`config.mk`:
```
export PLATFORM = sky130hd
export DESIGN_NAME = fifo_rd_stream
export DESIGN_NICKNAME = d
export VERILOG_FILES = /design/src/rtl/fifo_pkg.sv /design/src/rtl/fifo_rd_buf.sv /design/src/rtl/fifo_rd_stream.sv
export SDC_FILE = /design/constraint.sdc
export NUM_CORES = 1
export LEC_CHECK = 0
export CAP_MARGIN = 20
export CORE_MARGIN = 2
export CORE_UTILIZATION = 43
export CTS_CLUSTER_DIAMETER = 30
export DETAILED_ROUTE_END_ITERATION = 8
export PLACE_DENSITY_LB_ADDON = 0.1
export SLEW_MARGIN = 20
export SYNTH_ARGS = -nofsm -noshare
export SYNTH_HDL_FRONTEND = slang
export SYNTH_SLANG_ARGS = --single-unit
```
`constraint.sdc`:
```
create_clock -name rclk -period 2 [get_ports rclk]
set_clock_uncertainty 0.15 [all_clocks]
set_input_delay 0.4 -clock rclk [delete_from_list [all_inputs] [get_ports rclk]]
set_output_delay 0.4 -clock rclk [all_outputs]
set_load 0.02 [all_outputs]
```
`src/rtl/fifo_pkg.sv`:
```
// Shared constants and width helpers for the read-side FIFO drain logic.
package fifo_pkg;

  localparam int DSIZE_DEF = 32'sd8;

  // Bits needed to index 0..depth-1 (never less than one bit).
  function automatic int ptr_width(input int depth);
    int w;
    w = 32'sd1;
    for (int i = 32'sd1; i < 32'sd16; i++) begin
      if ((32'sd1 << i) < depth) begin
        w = i + 32'sd1;
      end else begin
        w = w;
      end
    end
    return w;
  endfunction

  // Bits needed to hold a count of 0..depth.
  function automatic int level_width(input int depth);
    return ptr_width(depth + 32'sd1);
  endfunction

endpackage

```
`src/rtl/fifo_rd_buf.sv`:
```
// Circular register buffer with push/pop, occupancy count and a registered head word.
module fifo_rd_buf
  import fifo_pkg::*;
#(
  parameter int DSIZE = DSIZE_DEF,
  parameter int DEPTH = 2,
  localparam int PW   = ptr_width(DEPTH),
  localparam int LW   = level_width(DEPTH)
) (
  input  logic             clk,
  input  logic             rst_n,
  input  logic             push,
  input  logic [DSIZE-1:0] push_data,
  input  logic             pop,
  output logic [DSIZE-1:0] head,
  output logic [LW-1:0]    occ
);

  logic [DSIZE-1:0] mem_r [DEPTH];
  logic [PW-1:0]    wr_ptr_r;
  logic [PW-1:0]    rd_ptr_r;
  logic [LW-1:0]    occ_r;

  // DEPTH need not be a power of two, so wrap explicitly.
  function automatic logic [PW-1:0] ptr_inc(input logic [PW-1:0] p);
    if (p == PW'(DEPTH - 32'sd1)) begin
      return {PW{1'b0}};
    end else begin
      return p + PW'(1'b1);
    end
  endfunction

  // Storage, pointers and occupancy; a simultaneous push and pop leaves occ unchanged.
  always_ff @(posedge clk or negedge rst_n) begin
    if (!rst_n) begin
      for (int i = 0; i < DEPTH; i++) begin
        mem_r[i] <= {DSIZE{1'b0}};
      end
      wr_ptr_r <= {PW{1'b0}};
      rd_ptr_r <= {PW{1'b0}};
      occ_r    <= {LW{1'b0}};
    end else begin
      if (push) begin
        mem_r[wr_ptr_r] <= push_data;
        wr_ptr_r        <= ptr_inc(wr_ptr_r);
      end
      if (pop) begin
        rd_ptr_r <= ptr_inc(rd_ptr_r);
      end
      case ({push, pop})
        2'b10:   occ_r <= occ_r + LW'(1'b1);
        2'b01:   occ_r <= occ_r - LW'(1'b1);
        default: occ_r <= occ_r;
      endcase
    end
  end

  assign head = mem_r[rd_ptr_r];
  assign occ  = occ_r;

endmodule

```
`src/rtl/fifo_rd_stream.sv`:
```
// Read-side drainer: pops the async FIFO into a small registered prefetch
// buffer and presents the words on a valid/ready stream.
module fifo_rd_stream
  import fifo_pkg::*;
#(
  parameter int DSIZE     = DSIZE_DEF,
  parameter int RD_LAT    = 0,
  parameter int BUF_DEPTH = 2,
  parameter int CNT_W     = 16
) (
  input  logic             rclk,
  input  logic             rrst_n,
  input  logic             en,
  input  logic             rempty,
  input  logic [DSIZE-1:0] rdata,
  output logic             rinc,
  output logic             m_valid,
  input  logic             m_ready,
  output logic [DSIZE-1:0] m_data,
  output logic [2:0]       level,
  output logic [CNT_W-1:0] xfer_cnt
);

  localparam int LW = level_width(BUF_DEPTH);
  localparam logic [LW:0] DEPTH_L = (LW + 1)'(BUF_DEPTH);

  logic [LW-1:0]    occ_s;
  logic [LW:0]      pending_s;
  logic             inflight_r;
  logic             rinc_s;
  logic             push_s;
  logic             pop_s;
  logic             valid_s;
  logic [CNT_W-1:0] xfer_cnt_r;

  // Pop rule from registered state only; m_ready never reaches rinc.
  always_comb begin
    pending_s = {1'b0, occ_s} + {{LW{1'b0}}, inflight_r};
    if (rrst_n && en && !rempty && (pending_s < DEPTH_L)) begin
      rinc_s = 1'b1;
    end else begin
      rinc_s = 1'b0;
    end
  end

  // With a registered-read FIFO the word lands one edge after rinc.
  always_ff @(posedge rclk or negedge rrst_n) begin
    if (!rrst_n) begin
      inflight_r <= 1'b0;
    end else if (RD_LAT != 32'sd0) begin
      inflight_r <= rinc_s;
    end else begin
      inflight_r <= 1'b0;
    end
  end

  assign push_s  = (RD_LAT == 32'sd0) ? rinc_s : inflight_r;
  assign valid_s = (occ_s != {LW{1'b0}});
  assign pop_s   = valid_s & m_ready;

  fifo_rd_buf #(
    .DSIZE (DSIZE),
    .DEPTH (BUF_DEPTH)
  ) u_buf (
    .clk       (rclk),
    .rst_n     (rrst_n),
    .push      (push_s),
    .push_data (rdata),
    .pop       (pop_s),
    .head      (m_data),
    .occ       (occ_s)
  );

  // Completed-beat counter, wraps silently.
  always_ff @(posedge rclk or negedge rrst_n) begin
    if (!rrst_n) begin
      xfer_cnt_r <= {CNT_W{1'b0}};
    end else if (pop_s) begin
      xfer_cnt_r <= xfer_cnt_r + CNT_W'(1'b1);
    end else begin
      xfer_cnt_r <= xfer_cnt_r;
    end
  end

  assign rinc     = rinc_s;
  assign m_valid  = valid_s;
  assign level    = 3'(occ_s);
  assign xfer_cnt = xfer_cnt_r;

endmodule

```
* Yosys cells after proc, flatten, opt, wreduce, memory -nomap -nowiden
Cells that the tools add are included.
** Storage, ports and cells
- Input port bits :: 13
- Bits in registers :: 36
- Output and inout port bits :: 29
** Operators by class
- Add/subtract/negate cells :: 5
- Reduce and logical (&&, ||, !) cells :: 7
- Magnitude comparators :: 4
- Eq/ne operators :: 2
- Muxes and demuxes :: 10
- Bitwise logic cells :: 3
** Operators with widths (count)
- two-way mux 8 bit :: 4
- adder 16 x 1 -> 16 bit, second input constant :: 1
- bitwise mux 16 bit :: 1
- demux 8 bit (select 1 bit) :: 1
- greater-or-equal comparator 2 bit, second input constant :: 2
- logical AND 1 bit :: 4
- NOT 1 -> 2 bit :: 2
- one-hot mux 2 bit (2 select lines) :: 1
- nonzero test 2 bit :: 2
- two-way mux 1 bit :: 3
- adder 1 bit, second input constant :: 2
- adder 2 x 1 -> 2 bit, second input constant :: 1
- == test 2 x 1 -> 1 bit, second input constant :: 1
- == test 2 bit, second input constant :: 1
- less-than comparator 2 x 1 -> 1 bit, second input constant :: 1
- less-than comparator 2 bit, second input constant :: 1
- subtractor 2 x 1 -> 2 bit, second input constant :: 1
- bitwise AND 1 bit :: 1
- logical NOT 1 bit :: 1

* Longest topological paths before layout
Gate-level depths: netlist of run 1.
- Depth in word-level cells :: 6
- Mapped depth :: 7

* Cells and area by module
Synthesis of run 1 repeated with hierarchy kept, for this count alone.
** Unflattened totals
- Cell total of the unflattened synthesis :: 116
- Area, all modules :: 1592.8 µm²
** By module, submodules not included
- fifo_rd_buf :: times used 1, cells each 55, sequential area each 500.5 µm², area each 857.1 µm²
- fifo_rd_stream :: times used 1, cells each 61, sequential area each 400.4 µm², area each 735.7 µm²

* Worst setup path before layout of run 1
OpenSTA, ideal clock, no wires.
- Kind :: reg2reg
- Start point :: register u_buf.occ_r[1], in the netlist u_buf.occ[1]
- End point :: register u_buf.occ_r[1], in the netlist u_buf.occ[1]
- Slack :: 0.121 ns
- Path buffers :: 1
- Arrival time :: 1.649 ns
- Clock period less this slack :: 1.879 ns
- Required time :: 1.770 ns
- Stages on the path, launching flop included :: 7
- Cell sequence :: dfrtp_1 > or2_4 > and2_4 > buf_6 > ha_1 > nor2_1 > xor2_1
** Between the ends
- Elaborated cells on any way between the ends :: 11
** RTL lines
- from (decl) :: RTL line fifo_rd_buf.sv:22 : logic [LW-1:0] occ_r;
- from (signal assigned) :: RTL line fifo_rd_buf.sv:41 : occ_r <= {LW{1'b0}};
- from (signal assigned) :: RTL line fifo_rd_buf.sv:51 : 2'b10: occ_r <= occ_r + LW'(1'b1);
- from (signal assigned) :: RTL line fifo_rd_buf.sv:52 : 2'b01: occ_r <= occ_r - LW'(1'b1);
- nonzero test 2 bit * :: RTL line fifo_rd_stream.sv:58 : assign valid_s = (occ_s != {LW{1'b0}});
- named net m_valid :: RTL line fifo_rd_stream.sv:17 : output logic m_valid,
- bitwise AND 1 bit * :: RTL line fifo_rd_stream.sv:59 : assign pop_s = valid_s & m_ready;
- named net pop_s :: RTL line fifo_rd_stream.sv:32 : logic pop_s;
- == test 2 x 1 -> 1 bit or == test 2 bit (tied branches) :: RTL line fifo_rd_buf.sv:50 : case ({push, pop})
- one-hot mux 2 bit (2 select lines) or nonzero test 2 bit (tied branches)
The timed path passes the listed nets; every way through them passes the cells marked *.
A chain may end at the register's enable or synchronous reset.

* Worst setup path after layout of run 1
- Start point :: register u_buf.rd_ptr_r
- End point :: output port m_data[4]
** Between the ends
- Word-level cells in the longest chain between the ends :: 4
** Ends and longest elaborated chain
- from (decl) :: RTL line fifo_rd_buf.sv:21 : logic [PW-1:0] rd_ptr_r;
- from (signal assigned) :: RTL line fifo_rd_buf.sv:40 : rd_ptr_r <= {PW{1'b0}};
- from (signal assigned) :: RTL line fifo_rd_buf.sv:48 : rd_ptr_r <= ptr_inc(rd_ptr_r);
- NOT 1 -> 2 bit (not written as such) :: RTL line fifo_rd_buf.sv:58 : assign head = mem_r[rd_ptr_r];
- two-way mux 8 bit (not written as such) (3 in a row) :: RTL line fifo_rd_buf.sv:58
- to (decl) :: RTL line fifo_rd_stream.sv:19 : output logic [DSIZE-1:0] m_data,
No other way between the ends. The select of a mux whose other input is x is not followed.

==> results of run 1 <==
==> where the power goes <==
group | internal (uW) | switching [uW] | leakage, uW
Combinational | 694 | 617 | 0.000481
Sequential | 994 | 220 | 0.000454
Clock | 281 | 245 | 0.0000455
==> cell usage after synthesis (2+ instances only) <==
master	count
sky130_fd_sc_hd__xor2_1	8
sky130_fd_sc_hd__nand3_1	3
sky130_fd_sc_hd__dfrtp_1	36
sky130_fd_sc_hd__nand2_1	5
sky130_fd_sc_hd__nor2_1	4
sky130_fd_sc_hd__and3_1	5
sky130_fd_sc_hd__ha_1	2
sky130_fd_sc_hd__xnor2_1	12
sky130_fd_sc_hd__mux2_2	24
sky130_fd_sc_hd__nand4_1	4
==> state kept, by name, indices dropped and copies added (netlist names) <==
register	flops
u_buf.occ	2
u_buf.mem_r	16
u_buf.rd_ptr_r	1
xfer_cnt	16
u_buf.wr_ptr_r	1
==> cell type report <==
cell class | instances | area share, %
Sequential cell | 36 | 41.87
Multi-Input combinational cell | 78 | 31.71
Clock buffer | 8 | 4.181
Tap cell | 48 | 2.787
Timing Repair Buffer | 46 | 19.28
Inverter | 1 | 0.1742
==> layer usage <==
metal  track usage [%]  routed length (um)
met1             20.85                1351
met2             29.21                1654
met3             5.822                 170
met4             7.031                  46
met5                 0                   0
==> critical path, stage by stage (launching register included) <==
cell	delay (ns)
sky130_fd_sc_hd__dfrtp_2	0.41
sky130_fd_sc_hd__buf_6	0.13
sky130_fd_sc_hd__mux2_2	0.33
sky130_fd_sc_hd__clkdlybuf4s15_2	0.25
==> through the flow <==
| stage | setup TNS, ns | area, um2 | cells |
|---|---|---|---|
| final | 0 | 2155 | 217 |
| after global routing | 0 | 2155 | 217 |
| after CTS | 0 | 2182 | 217 |
| after detailed placement | -2.137 | 2073 | 207 |
| after global placement | -1.738 | 2073 | 207 |
| after floorplan | 0 | 1610 | 118 |
==> path summary, 6_finish.rpt <==
check	start	end	depth (start not counted)
max	u_buf.rd_ptr_r	m_data[4]	3
min	rrst_n	u_buf.mem_r[6]	2
max reg2reg	u_buf.occ[1]	u_buf.mem_r[9]	6
min reg2reg	xfer_cnt[15]	xfer_cnt[15]	1
max in group asynchronous	rrst_n	u_buf.rd_ptr_r	2
min in group rclk	xfer_cnt[15]	xfer_cnt[15]	1
==> repair_timing <==
item / 4_1_cts / 5_1_grt
setup buffers: 2 / 0
setup endpoints to repair: 10 / 9
hold buffers: 0 / 0
hold endpoints to repair: 0 / 0
resized for setup: 25 / 9
==> cells by family after synthesis <==
logic type | Yosys count | share of synthesized area [%]
AO/OA/AOI/OAI | 2 | 1.010
XOR/XNOR | 20 | 10.88
adder cells (fa/ha/maj) | 2 | 1.554
buffers and inverters | 4 | 1.631
flip-flops | 36 | 55.94
multiplexers | 25 | 17.72
other | 1 | 0.2329
AND/OR/NAND/NOR | 28 | 11.03
==> impl_metrics.prom, run 1 <==
# TYPE chip_impl_metric gauge
chip_impl_metric{name="ff_latch_area",unit="um2"} 902.1
chip_impl_metric{name="die_area",unit="um2"} 4250
chip_impl_info{name="clockRootBuffer",value="sky130_fd_sc_hd__clkbuf_8"} 1
chip_impl_metric{name="drt_wl_total",unit="mm"} 3.223
chip_impl_info{name="netlist_top_cells_area",value="sky130_fd_sc_hd__dfrtp_1 (56%), sky130_fd_sc_hd__mux2_2 (17%), sky130_fd_sc_hd__xnor2_1 (6.5%), sky130_fd_sc_hd__xor2_1 (4.4%), sky130_fd_sc_hd__and3_1 (1.9%)"} 1
chip_impl_metric{name="routed-via-count",unit=""} 1076
chip_impl_info{name="grt_setup_unrepaired",value="no"} 1
chip_impl_info{name="type_of_the_worst_min_delay_path",value="in -> async"} 1
chip_impl_metric{name="initial_utilization",unit="%"} 44.32
chip_impl_metric{name="synth-seq-cells",unit=""} 36
chip_impl_info{name="startpoint_type",value="flop"} 1
chip_impl_info{name="postSynth.topFlopCell",value="sky130_fd_sc_hd__dfrtp_1"} 1
chip_impl_metric{name="postSynthNetCount",unit=""} 133
chip_impl_metric{name="antenna_cells",unit=""} 0
chip_impl_metric{name="area_delta_synth_final",unit="%"} 33.80
chip_impl_metric{name="final.hold.worst_slack",unit="ns"} 0.04484
chip_impl_metric{name="synth-edff-count",unit=""} 0
chip_impl_metric{name="portBuffers",unit=""} 40
chip_impl_metric{name="final-max-slew-violation-count",unit=""} 0
chip_impl_metric{name="ys.warnings.count",unit=""} 0
chip_impl_metric{name="post_synth_inst_count",unit=""} 118
chip_impl_metric{name="number_of_placed_i_o_pins",unit=""} 42
chip_impl_metric{name="wire_per_inst",unit="um"} 14.85
chip_impl_metric{name="chipHeight",unit="um"} 65.20
chip_impl_metric{name="wire_length_of_the_first_global_routing_pass",unit="mm"} 5.485
chip_impl_metric{name="sequential_area_share_after_synthesis",unit="%"} 55.94
chip_impl_metric{name="hold_violations",unit=""} 0
chip_impl_metric{name="worst-endpoint-arrival",unit="ns"} 1.41
chip_impl_metric{name="drive_gt1_share",unit="%"} 31.95
chip_impl_metric{name="cts_made_buffers",unit=""} 5
chip_impl_metric{name="grt_overflow",unit=""} 0
chip_impl_metric{name="core-area",unit="um2"} 3633
chip_impl_metric{name="drt_first_iter_violations",unit=""} 25
chip_impl_metric{name="number_of_fillers_in_the_final_layout",unit=""} 333
chip_impl_metric{name="htreeDepth",unit=""} 2
chip_impl_metric{name="period_needed",unit="ns"} 1.961
chip_impl_metric{name="grt_antenna_before_repair",unit=""} 0
chip_impl_metric{name="numClockSinks",unit=""} 36
chip_impl_metric{name="achievable-frequency",unit="GHz"} 0.5100
chip_impl_metric{name="final_critical_path_setup_slack",unit="ns"} 0.03938
chip_impl_metric{name="syn-cell-area",unit="um2"} 1610
chip_impl_metric{name="globalplace.congestion",unit=""} 0.6995
chip_impl_metric{name="vdd_drop_max",unit="mV"} 0.8826
chip_impl_metric{name="pre_cts_ws",unit="ns"} -0.2464
chip_impl_metric{name="drt-vias-per-instance",unit=""} 4.959
chip_impl_metric{name="synth.avg_cell_area",unit="um2"} 13.65
chip_impl_metric{name="required_time_at_the_endpoint_of_the_critical_path",unit="ns"} 1.45
chip_impl_metric{name="timing.max_cap.violations",unit=""} 0
chip_impl_metric{name="rows",unit=""} 22
chip_impl_info{name="cts_tree",value="built"} 1
chip_impl_metric{name="first_pass_iters",unit=""} 4
chip_impl_info{name="layout.cells.most_common",value="sky130_fd_sc_hd__dfrtp_1"} 1
chip_impl_metric{name="nNetsFinal",unit=""} 183
chip_impl_metric{name="die_w",unit="um"} 65.20
chip_impl_metric{name="synth.distinct_cells",unit=""} 25
chip_impl_metric{name="grt_max_degree",unit=""} 37
chip_impl_metric{name="grt_pass1_vias",unit=""} 1164
chip_impl_info{name="library_cell_occupying_the_most_area_in_the_post_synthesis_netlist",value="sky130_fd_sc_hd__dfrtp_1"} 1
chip_impl_metric{name="worst_skew_pair.late_latency",unit="ns"} 0.29
chip_impl_metric{name="p_leak",unit="uW"} 0.0009803
chip_impl_metric{name="asyncSetResetFlopFracSynth",unit="%"} 100.0
chip_impl_metric{name="worst-r2r-setup-slack",unit="ns"} 0.22
chip_impl_metric{name="post-layout-total-power",unit="uW"} 3050
chip_impl_metric{name="final_period_util",unit="%"} 98.03
chip_impl_metric{name="hpwl_after_detailed_placement",unit="mm"} 2.189
chip_impl_metric{name="clock_pin_slew_reported_for_the_worst_setup_and_hold_paths_after_clock_tree_synthesis",unit="ns"} 0.07
chip_impl_info{name="status",value="finished, final reports clean"} 1
chip_impl_metric{name="multi_input_area",unit="um2"} 683.2
chip_impl_metric{name="track_usage",unit="%"} 17.53
chip_impl_info{name="crit_end_element",value="output pin"} 1
chip_impl_metric{name="drt.antenna.violating_nets",unit=""} 0
chip_impl_metric{name="drc",unit=""} 0
chip_impl_info{name="final_cell_mix",value="sky130_fd_sc_hd__dfrtp_1 (35), sky130_fd_sc_hd__clkdlybuf4s50_1 (28), sky130_fd_sc_hd__mux2_2 (24), sky130_fd_sc_hd__xnor2_1 (12), sky130_fd_sc_hd__xor2_1 (8)"} 1
chip_impl_metric{name="power_density",unit="nW/um2"} 1416
chip_impl_metric{name="worst-path-max-fanout",unit=""} 4
chip_impl_info{name="worst-setup-path-type",value="reg -> out"} 1
chip_impl_metric{name="setup_violations",unit=""} 0
chip_impl_metric{name="layout.core_utilization",unit="%"} 59.30
chip_impl_metric{name="synth_largest_type_area_fraction",unit="%"} 55.94
chip_impl_metric{name="cts_max_path_buffers",unit=""} 2
No activity file was read; power rests on OpenSTA's default activity.
==> run 2, diff against run 1 <==
--- a/config.mk
+++ b/config.mk
@@ -15,3 +15,4 @@
 export SYNTH_ARGS = -nofsm -noshare
 export SYNTH_HDL_FRONTEND = slang
 export SYNTH_SLANG_ARGS = --single-unit
+export TNS_END_PERCENT = 1
==> impl_metrics.prom, run 2 (same netlist as run 1, synthesis figures left out) <==
# TYPE chip_impl_metric gauge
chip_impl_metric{name="chipHeight",unit="um"} 65.20
chip_impl_metric{name="cts_made_buffers",unit=""} 5
chip_impl_metric{name="worst_skew_pair.late_latency",unit="ns"} 0.29
chip_impl_metric{name="cts_max_path_buffers",unit=""} 2
chip_impl_metric{name="worst-r2r-setup-slack",unit="ns"} 0.21
chip_impl_metric{name="initial_utilization",unit="%"} 44.32
chip_impl_metric{name="htreeDepth",unit=""} 2
chip_impl_metric{name="wire_length_of_the_first_global_routing_pass",unit="mm"} 5.402
chip_impl_metric{name="power_density",unit="nW/um2"} 1410
chip_impl_info{name="timing.critical_path.slowest_stage_cell",value="sky130_fd_sc_hd__dfrtp_2"} 1
chip_impl_metric{name="worst-endpoint-arrival",unit="ns"} 1.38
chip_impl_metric{name="final.hold.worst_slack",unit="ns"} 0.04434
chip_impl_metric{name="clock_pin_slew_reported_for_the_worst_setup_and_hold_paths_after_clock_tree_synthesis",unit="ns"} 0.07
chip_impl_metric{name="drt_first_iter_violations",unit=""} 20
chip_impl_info{name="cts_tree",value="built"} 1
chip_impl_info{name="status",value="finished, final reports clean"} 1
chip_impl_metric{name="p_leak",unit="uW"} 0.0009738
chip_impl_metric{name="setup_violations",unit=""} 0
chip_impl_metric{name="grt_max_degree",unit=""} 37
chip_impl_info{name="grt_setup_unrepaired",value="no"} 1
chip_impl_metric{name="hold_violations",unit=""} 0
chip_impl_metric{name="fin_tns_setup",unit="ns"} 0
chip_impl_metric{name="period_needed",unit="ns"} 1.934
chip_impl_info{name="type_of_the_worst_min_delay_path",value="in -> async"} 1
chip_impl_metric{name="hpwl_after_detailed_placement",unit="mm"} 2.189
chip_impl_metric{name="achievable-frequency",unit="GHz"} 0.5170
chip_impl_metric{name="rows",unit=""} 22
chip_impl_metric{name="antenna_cells",unit=""} 0
chip_impl_metric{name="number_of_fillers_in_the_final_layout",unit=""} 329
chip_impl_info{name="final_cell_mix",value="sky130_fd_sc_hd__dfrtp_1 (35), sky130_fd_sc_hd__clkdlybuf4s50_1 (28), sky130_fd_sc_hd__mux2_2 (24), sky130_fd_sc_hd__xnor2_1 (12), sky130_fd_sc_hd__xor2_1 (8)"} 1
chip_impl_metric{name="required_time_at_the_endpoint_of_the_critical_path",unit="ns"} 1.45
chip_impl_metric{name="die_w",unit="um"} 65.20
chip_impl_metric{name="grt_pass1_vias",unit=""} 1151
chip_impl_metric{name="first_pass_iters",unit=""} 4
chip_impl_metric{name="core-area",unit="um2"} 3633
chip_impl_info{name="startpoint_type",value="flop"} 1
chip_impl_metric{name="globalplace.congestion",unit=""} 0.6995
chip_impl_metric{name="drive_gt1_share",unit="%"} 31.55
chip_impl_info{name="critical_path.reg2reg.endpoint",value="u_buf.mem_r[9]"} 1
chip_impl_metric{name="drc",unit=""} 0
chip_impl_metric{name="area_delta_synth_final",unit="%"} 33.02
chip_impl_metric{name="routed-via-count",unit=""} 1061
chip_impl_info{name="cp_top_family",value="flip-flops"} 1
chip_impl_metric{name="final-max-slew-violation-count",unit=""} 0
chip_impl_info{name="clockRootBuffer",value="sky130_fd_sc_hd__clkbuf_8"} 1
chip_impl_info{name="worst-setup-path-type",value="reg -> out"} 1
chip_impl_metric{name="path_buf_inv",unit=""} 1
chip_impl_metric{name="timing.max_cap.violations",unit=""} 0
chip_impl_metric{name="layout.core_utilization",unit="%"} 58.95
chip_impl_metric{name="wire_per_inst",unit="um"} 14.70
chip_impl_metric{name="drt.antenna.violating_nets",unit=""} 0
chip_impl_metric{name="drt_wl_total",unit="mm"} 3.175
chip_impl_metric{name="nNetsFinal",unit=""} 182
chip_impl_info{name="critical_register_to_register_path_startpoint",value="u_buf.occ[1]"} 1
chip_impl_metric{name="grt_antenna_before_repair",unit=""} 0
chip_impl_metric{name="cell_count_of_the_worst_reg_to_reg_path",unit=""} 6
chip_impl_metric{name="number_of_placed_i_o_pins",unit=""} 42
chip_impl_metric{name="worst-path-max-fanout",unit=""} 6
chip_impl_metric{name="vdd_drop_max",unit="mV"} 0.8924
chip_impl_metric{name="grt_overflow",unit=""} 0
chip_impl_metric{name="track_usage",unit="%"} 17.24
chip_impl_metric{name="die_area",unit="um2"} 4250
chip_impl_info{name="crit_end_element",value="output pin"} 1
chip_impl_metric{name="worst_path_largest_cell_delay",unit="ns"} 0.46
chip_impl_metric{name="portBuffers",unit=""} 40
chip_impl_metric{name="drt-vias-per-instance",unit=""} 4.912
chip_impl_info{name="layout.cells.most_common",value="sky130_fd_sc_hd__dfrtp_1"} 1
chip_impl_metric{name="numClockSinks",unit=""} 36
chip_impl_metric{name="final_period_util",unit="%"} 96.70
chip_impl_info{name="cp_cell_sequence",value="mux2_2 > clkdlybuf4s15_1"} 1
==> run 2: cell type report <==
type / instances / area (um2) / share of cell area [%]
sequential: 36 / 902.1 / 42.11
timing repair buffer: 45 / 402.9 / 18.81
multi-input combinational: 78 / 683.2 / 31.89
clock buffer: 8 / 90.09 / 4.206
tap: 48 / 60.06 / 2.804
inverter: 1 / 3.754 / 0.1752
==> run 2: metal layers <==
metal  up-vias  GRT usage, %  wire length [um]
met5         -             0                 0
met4         0         7.031                46
met3         4         5.822               171
met2        30         28.32              1611
met1       527         20.74              1345
li1        500             -                 -
==> run 2: metrics by stage <==
step           total power (uW)  cells  cell area [um2]  setup WS (ns)
4_1_cts                    3070    216             2152      -0.001582
2_1_floorplan              2021    118             1610         0.1207
5_1_grt                    3226    216             2142       0.005466
3_5_place_dp               2611    207             2073        -0.2464
3_3_place_gp               2555    207             2073        -0.2236
6_report                   3020    216             2142        0.06591
==> run 2: timing repair <==
| item | CTS | global route |
|---|---|---|
| endpoints found under the setup margin | 10 | 7 |
| hold buffers | 0 | 0 |
| resized for setup | 23 | 11 |
| setup buffers | 1 | 0 |
==> run 2: worst max path at each step <==
stage                    to  cells past startpoint           start
2_1_floorplan  u_buf.occ[1]                      6    u_buf.occ[1]
3_3_place_gp           rinc                      4          rempty
3_5_place_dp           rinc                      4          rempty
4_1_cts           m_data[5]                      2  u_buf.rd_ptr_r
5_1_grt           m_data[4]                      2  u_buf.rd_ptr_r
6_report          m_data[4]                      2  u_buf.rd_ptr_r
==> run 2: power by group <==
part	leakage, uW	switching (uW)	total (uW)	internal, uW
logic	0.000474	597	1270	673
clock network	0.0000455	243	524	281
registers	0.000454	233	1230	994
==> run 2: worst reg2reg max path, cell delays in order (launching register included) <==
cell and delay (ns):
sky130_fd_sc_hd__dfrtp_1 0.45, sky130_fd_sc_hd__nor2_1 0.11, sky130_fd_sc_hd__and3_4 0.19, sky130_fd_sc_hd__buf_4 0.11, sky130_fd_sc_hd__inv_2 0.05, sky130_fd_sc_hd__nor2_4 0.23, sky130_fd_sc_hd__mux2_2 0.38
